===== src/rtl/pc_sequencer.sv =====
// pc_sequencer: program counter with prioritised redirects and stall handling.
//
// A redirect that arrives while fetch is stalled is captured in pend_tgt and
// applied on the first unstalled cycle. Misaligned non-exception targets are
// replaced by EXC_VECTOR and flagged with a one-cycle addr_error pulse.
//
// Ports:
//   clk, rst_n        clock, asynchronous active-low reset
//   stall             hold PC this cycle
//   branch, zero      conditional branch, taken when both are high
//   jump, jump_reg    absolute / register-indirect jump
//   exception         exception request (highest priority)
//   branch_target, jump_target, jreg_target   redirect destinations
//   pc                current program counter (registered)
//   pc_plus           pc + INCR (combinational, wraps)
//   redirect_pending  a stalled redirect is waiting to be applied
//   addr_error        one-cycle pulse on a rejected misaligned target
module pc_sequencer #(
   parameter int unsigned      WIDTH        = 32,
   parameter logic [WIDTH-1:0] RESET_VECTOR = WIDTH'(32'h0000_0000),
   parameter logic [WIDTH-1:0] EXC_VECTOR   = WIDTH'(32'h0000_0180),
   parameter int unsigned      INCR         = 4
) (
   input  logic             clk,
   input  logic             rst_n,
   input  logic             stall,
   input  logic             branch,
   input  logic             zero,
   input  logic             jump,
   input  logic             jump_reg,
   input  logic             exception,
   input  logic [WIDTH-1:0] branch_target,
   input  logic [WIDTH-1:0] jump_target,
   input  logic [WIDTH-1:0] jreg_target,
   output logic [WIDTH-1:0] pc,
   output logic [WIDTH-1:0] pc_plus,
   output logic             redirect_pending,
   output logic             addr_error
);

   // INCR is a power of two, so INCR-1 masks exactly the low log2(INCR) bits.
   localparam logic [WIDTH-1:0] ALIGN_MASK = WIDTH'(INCR - 1);

   typedef enum logic {StRun, StPend} state_e;

   state_e           state;
   logic [WIDTH-1:0] pend_tgt;

   logic             redirect;
   logic [WIDTH-1:0] raw_tgt;
   logic             misaligned;
   logic [WIDTH-1:0] sel_tgt;

   assign pc_plus = pc + WIDTH'(INCR);

   always_comb begin
      redirect = exception | jump_reg | jump | (branch & zero);
      raw_tgt  = pc_plus;
      if (exception) begin
         raw_tgt = EXC_VECTOR;
      end else if (jump_reg) begin
         raw_tgt = jreg_target;
      end else if (jump) begin
         raw_tgt = jump_target;
      end else if (branch && zero) begin
         raw_tgt = branch_target;
      end
      misaligned = !exception && ((raw_tgt & ALIGN_MASK) != '0);
      sel_tgt    = misaligned ? EXC_VECTOR : raw_tgt;
   end

   always_ff @(posedge clk or negedge rst_n) begin
      if (!rst_n) begin
         pc               <= RESET_VECTOR;
         state            <= StRun;
         pend_tgt         <= '0;
         redirect_pending <= 1'b0;
         addr_error       <= 1'b0;
      end else begin
         addr_error <= 1'b0;
         case (state)
            StRun: begin
               if (!stall) begin
                  pc         <= sel_tgt;
                  addr_error <= misaligned;
               end else if (redirect) begin
                  // Target is already alignment-checked, so applying it later
                  // never raises addr_error a second time.
                  pend_tgt         <= sel_tgt;
                  addr_error       <= misaligned;
                  state            <= StPend;
                  redirect_pending <= 1'b1;
               end
            end
            StPend: begin
               if (stall) begin
                  if (exception) begin
                     pend_tgt <= EXC_VECTOR;
                  end
               end else begin
                  pc               <= exception ? EXC_VECTOR : pend_tgt;
                  state            <= StRun;
                  redirect_pending <= 1'b0;
               end
            end
         endcase
      end
   end

endmodule


===== config.mk =====
export PLATFORM = sky130hd
export DESIGN_NAME = pc_sequencer
export DESIGN_NICKNAME = d
export VERILOG_FILES = /design/src/rtl/pc_sequencer.sv
export SDC_FILE = /design/constraint.sdc
export NUM_CORES = 1
export LEC_CHECK = 0
export CELL_PAD_IN_SITES_DETAIL_PLACEMENT = 0
export CELL_PAD_IN_SITES_GLOBAL_PLACEMENT = 2
export CORE_MARGIN = 3
export CORE_UTILIZATION = 27
export CTS_CLUSTER_SIZE = 24
export DETAILED_ROUTE_END_ITERATION = 8
export PLACE_DENSITY_LB_ADDON = 0.25
export SLEW_MARGIN = 20
export SYNTH_ARGS = -nofsm -noshare
export SYNTH_HDL_FRONTEND = slang
export SYNTH_SLANG_ARGS = --single-unit

===== constraint.sdc =====
create_clock -name clk -period 4.5 [get_ports clk]
set_clock_uncertainty 0.1 [all_clocks]
set_input_delay 0.9 -clock clk [delete_from_list [all_inputs] [get_ports clk]]
set_output_delay 0.9 -clock clk [all_outputs]
set_load 0.02 [all_outputs]

# Word-level counts from Yosys, hierarchy flattened
# Cells that the tools add are included.
# Widths: inputs -> output; s select.
dict set report word_totals {
  regBits 67
  in_bits 104
  word_cells 47
  out_inout_bits 66
}
dict set report classes {
  eq_ne 5
  add_sub_neg 1
  n_mux 24
  bitwise 5
  n_reduce_logical 7
}
# op n
set ops {}
lappend ops {{$mux 32} 11}
lappend ops {{$pmux 32 s2} 2}
lappend ops {{$add 32x3->32 const B} 1}
lappend ops {{$reduce_bool 32->1} 1}
lappend ops {{$ne 2x2->1 const B} 5}
lappend ops {{$mux 1} 9}
lappend ops {{$reduce_and 3->1} 2}
lappend ops {{$pmux 1 s2} 2}
lappend ops {{$or 1x1->1} 3}
lappend ops {{$logic_and 1x1->1} 2}
lappend ops {{$reduce_and 2->1} 1}
lappend ops {{$and 1x1->1} 1}
lappend ops {{$logic_not 1->1} 1}
lappend ops {{$not 1->1} 1}

# Logic depth before layout (Yosys ltp)
dict set report depth {
  depth_word 11
  ltp_mapped 9
  ltp_nobuf 7
}

# Worst setup path before layout
# OpenSTA, ideal clock, no wires.
dict set report synth_path {
  path_kind {register to output}
  from {reg pc[2]}
  to {out pc_plus[28]}
  n_path_buf 0
  slack_ns 1.376
  stages_incl_launch_ff 6
  required_ns 3.500
  t_arrival_ns 2.124
  path_cell_list {dfrtp_1 > ha_1 > nand3_1 > or3_1 > nor4_1 > xor2_1}
}
dict set report synth_via {
  elab_chain_cells 1
}
# element line_no
set synth_rtl {}
lappend synth_rtl {{start, declared} 35} ;# output logic [WIDTH-1:0] pc,
lappend synth_rtl {{start signal, assigned} 84} ;# pc <= sel_tgt;
lappend synth_rtl {{start signal, assigned} 101} ;# pc <= exception ? EXC_VECTOR : pend_tgt;
lappend synth_rtl {{$add 32x3->32} 54} ;# assign pc_plus = pc + WIDTH'(INCR);
lappend synth_rtl {{end, declared} 36} ;# output logic [WIDTH-1:0] pc_plus,
# Every way passes these cells.

# Worst setup path after layout
# Same ends and word-level chain as after synthesis.

==> flow_summary.toml <==
[finish]
nets = 817
layout-drive-gt1-share_pct = 6.42
syn_to_final_growth_pct = 49.2
final_area_sq_um = 6700
final_common_cell = "clkdlybuf4s50_1"
diodes = 0
final_cell_mix = "clkdlybuf4s50_1 (165), nand2_1 (81), dfrtp_1 (67)"

[floorplanning]
die_x_microns = 135
die_y_microns = 135
core.rowCount = 46
pin_count = 170
start_util_pct = 28.0
coreArea_sq_um = 16100
die_area_sq_um = 18200

[sta]
tns_ns = 0
maxSlewViolCount = 0
max_slew_margin_pct = 53.0
finalSetupViolCount = 0
rsz0062_at_grt = "no"
timing.fmax_ghz = 0.241
layout_setup_ws_ns = 0.352
finalCritPeriodShare_pct = 92.2
tightest_slew_ns = 0.706
fin_crit_ns = 4.15
finalHoldViolCount = 0
hold_slack_ns = 0.368

[critical_path]
slowest_delay_ns = 0.65
critPathSlowestCell = "clkdlybuf4s50_1"
critPathKind = "reg2out"
endpoint_kind = "primary output"
worstSetupStartpointType = "flip-flop"
cp_data_arrival_time_ns = 3.15
path_cells = "ha_1 > nand3_1 > or3_1 > nor4_1 > xor2_1 > clkdlybuf4s50_1"
crit_fanout = 9
crit_family = "simple AND/OR/NAND/NOR gates"
required_ns = 3.50
critPathBufInv = 1

[cts]
ctsHoldBuffers = 0
post_cts_resize_count = 0
cts_tree = "yes"
postCtsSetupRepairBufs = 0
cts.clk_slew.worst_paths_ns = 0.06
cts.sinks = 67
clock_latency_ns = 0.32
cts_buffer_depth = 2
numCtsBuffers = 9
clockRootBuffer = "clkbuf_16"
htreeDepth = 3

[logic_synthesis]
synthTopCellsByArea = "dfrtp_1 (37%), nand2_1 (6.8%), o21ai_0 (6.2%), a21oi_1 (5.8%), a22o_1 (2.9%)"
async_flop_share_pct = 100
syn_area_per_cell_sq_um = 8.08
netlist_area_sq_um = 4490
synth-seq-area-share_pct = 37.3
postSynthRegisterBits = 67
synth_edf_count = 0
synth_nets = 661
syn_inst = 556
ys_types = 67
synth.top_cell.area_share_pct = 37.3
yosys_warnings = 0
synth_top_area_cell = "dfrtp_1"
synth-main-ff-cell = "dfrtp_1"

[grt]
grt_first_pass_wirelength_mm = 30.2
grt_pass1_vias = 5091
grt.overflow.total = 0
grt_usage_pct = 21.4
grt_max_degree = 71
antenna_found_initial = 0

[detailed_routing]
drc = 0
first_pass_iters = 5
wl_mm = 19.6
antenna_left = 0
wl_per_cell_microns = 21.0
vias = 4951
drtIter0Drc = 388
vias_per_cell = 5.31

[place]
portBuffers = 169
gp_congestion = 0.921
pre_cts_ws_ns = 0.695
placed_area_sq_um = 6400
dp_hpwl_mm = 14.4

[power_and_ir_drop]
vdd.ir_drop.worst_mv = 0.191
pwr-share-seq_pct = 36.9
power_mw = 1.83
p_per_area_nw_per_um2 = 273
switching_share_pct = 29.6
total_leakage_power_nw = 2.65
netSwitchingPower_mw = 0.543
p_int_mw = 1.29
p_clk_share_pct = 38.5
comb_power_share_pct = 24.6

[flow_run]
maxCapViolations = 0

[status]
status = "complete, no violations"

[min_path]
worstHoldPathType = "reg2reg"
[cells in the mapped netlist (all sizes together) (4+ instances only)]
library cell	number
or3	7
a221o	5
and3	8
nor2b	11
inv	10
nor4	4
nand4	6
nand2b	9
nor3b	9
xor2	12
o21ai	58
o211ai	8
nand2	81
buf	8
a21o	4
dfrtp	67
a22o	15
o31ai	6
nor3	11
clkbuf	34
xnor2	12
a31oi	5
a21oi	53
and2	5
a22oi	5
nor2	33
nand3	17
[through the flow]
stage | cells | utilization [%]
2_1_floorplan | 556 | -
3_3_place_gp | 917 | 39.9
3_5_place_dp | 917 | 39.9
4_1_cts | 932 | 41.7
5_1_grt | 932 | 41.7
6_report | 932 | 41.7
[worst min-delay path, delay by kind of cell (launching register included)]
kind / cells / cell delay (ns)
AO/OA/AOI/OAI: 1 / 0.06
flip-flops: 1 / 0.33
AND/OR/NAND/NOR: 1 / 0.04
[metal layers]
| metal | wire length, microns | up-vias | part of all wire (%) | global-route usage (%) |
|---|---|---|---|---|
| met2 | 9180 | 186 | 47 | 35.4 |
| li1 | - | 2350 | - | - |
| met4 | 279 | 0 | 1.4 | 4.82 |
| met5 | 0 | - | 0 | 0 |
| met1 | 8920 | 2399 | 46 | 29.7 |
| met3 | 1190 | 16 | 6.1 | 3.17 |
[cell families (layout without fill, tap and decap cells)]
logic type	after synthesis	in the layout	synth area share [%]
AND/OR/NAND/NOR	212	212	23.8
AO/OA/AOI/OAI	198	198	29.0
flip-flops	67	67	37.3
buffers and inverters	54	214	4.99
XOR/XNOR	24	24	4.68
adder cells (fa/ha/maj)	1	1	0.279
[state kept, by name, summed over array words and instances (netlist names)]
signal            flops
pc                   32
pend_tgt             32
addr_error            1
redirect_pending      1
state                 1
[power by group through the flow]
| stage | logic, mW | clock network [mW] | registers [mW] |
|---|---|---|---|
| 2_1_floorplan | 0.183 | 0 | 0.695 |
| 3_3_place_gp | 0.450 | 0 | 0.684 |
| 3_5_place_dp | 0.452 | 0 | 0.686 |
| 4_1_cts | 0.455 | 0.717 | 0.675 |
| 5_1_grt | 0.486 | 0.746 | 0.681 |
| 6_report | 0.451 | 0.705 | 0.676 |
[layout make-up]
type	count	area (sq um)
Fill cell	1589	9360
Multi-Input combinational cell	435	2590
Timing Repair Buffer	187	1820
Sequential cell	67	1680
Tap cell	216	270
Clock buffer	11	243
Clock inverter	4	51.3
Inverter	12	45.0
[final timing paths]
check                                         start                       end  slack (ns)  cells after the start
max                               pc[2]$_DFFE_PN0P_               pc_plus[28]        0.35                      6
max in group asynchronous                     rst_n  pend_tgt[19]$_DFFE_PN0P_        3.04                      2
max reg2reg                       pc[2]$_DFFE_PN0P_        pc[30]$_DFFE_PN0P_        1.80                      7
min in group asynchronous                     rst_n  pend_tgt[27]$_DFFE_PN0P_        0.47                      1
min                        pend_tgt[14]$_DFFE_PN0P_  pend_tgt[14]$_DFFE_PN0P_        0.37                      2
min reg2reg                pend_tgt[14]$_DFFE_PN0P_  pend_tgt[14]$_DFFE_PN0P_        0.37                      2
Power figures use the tool's default switching activity.
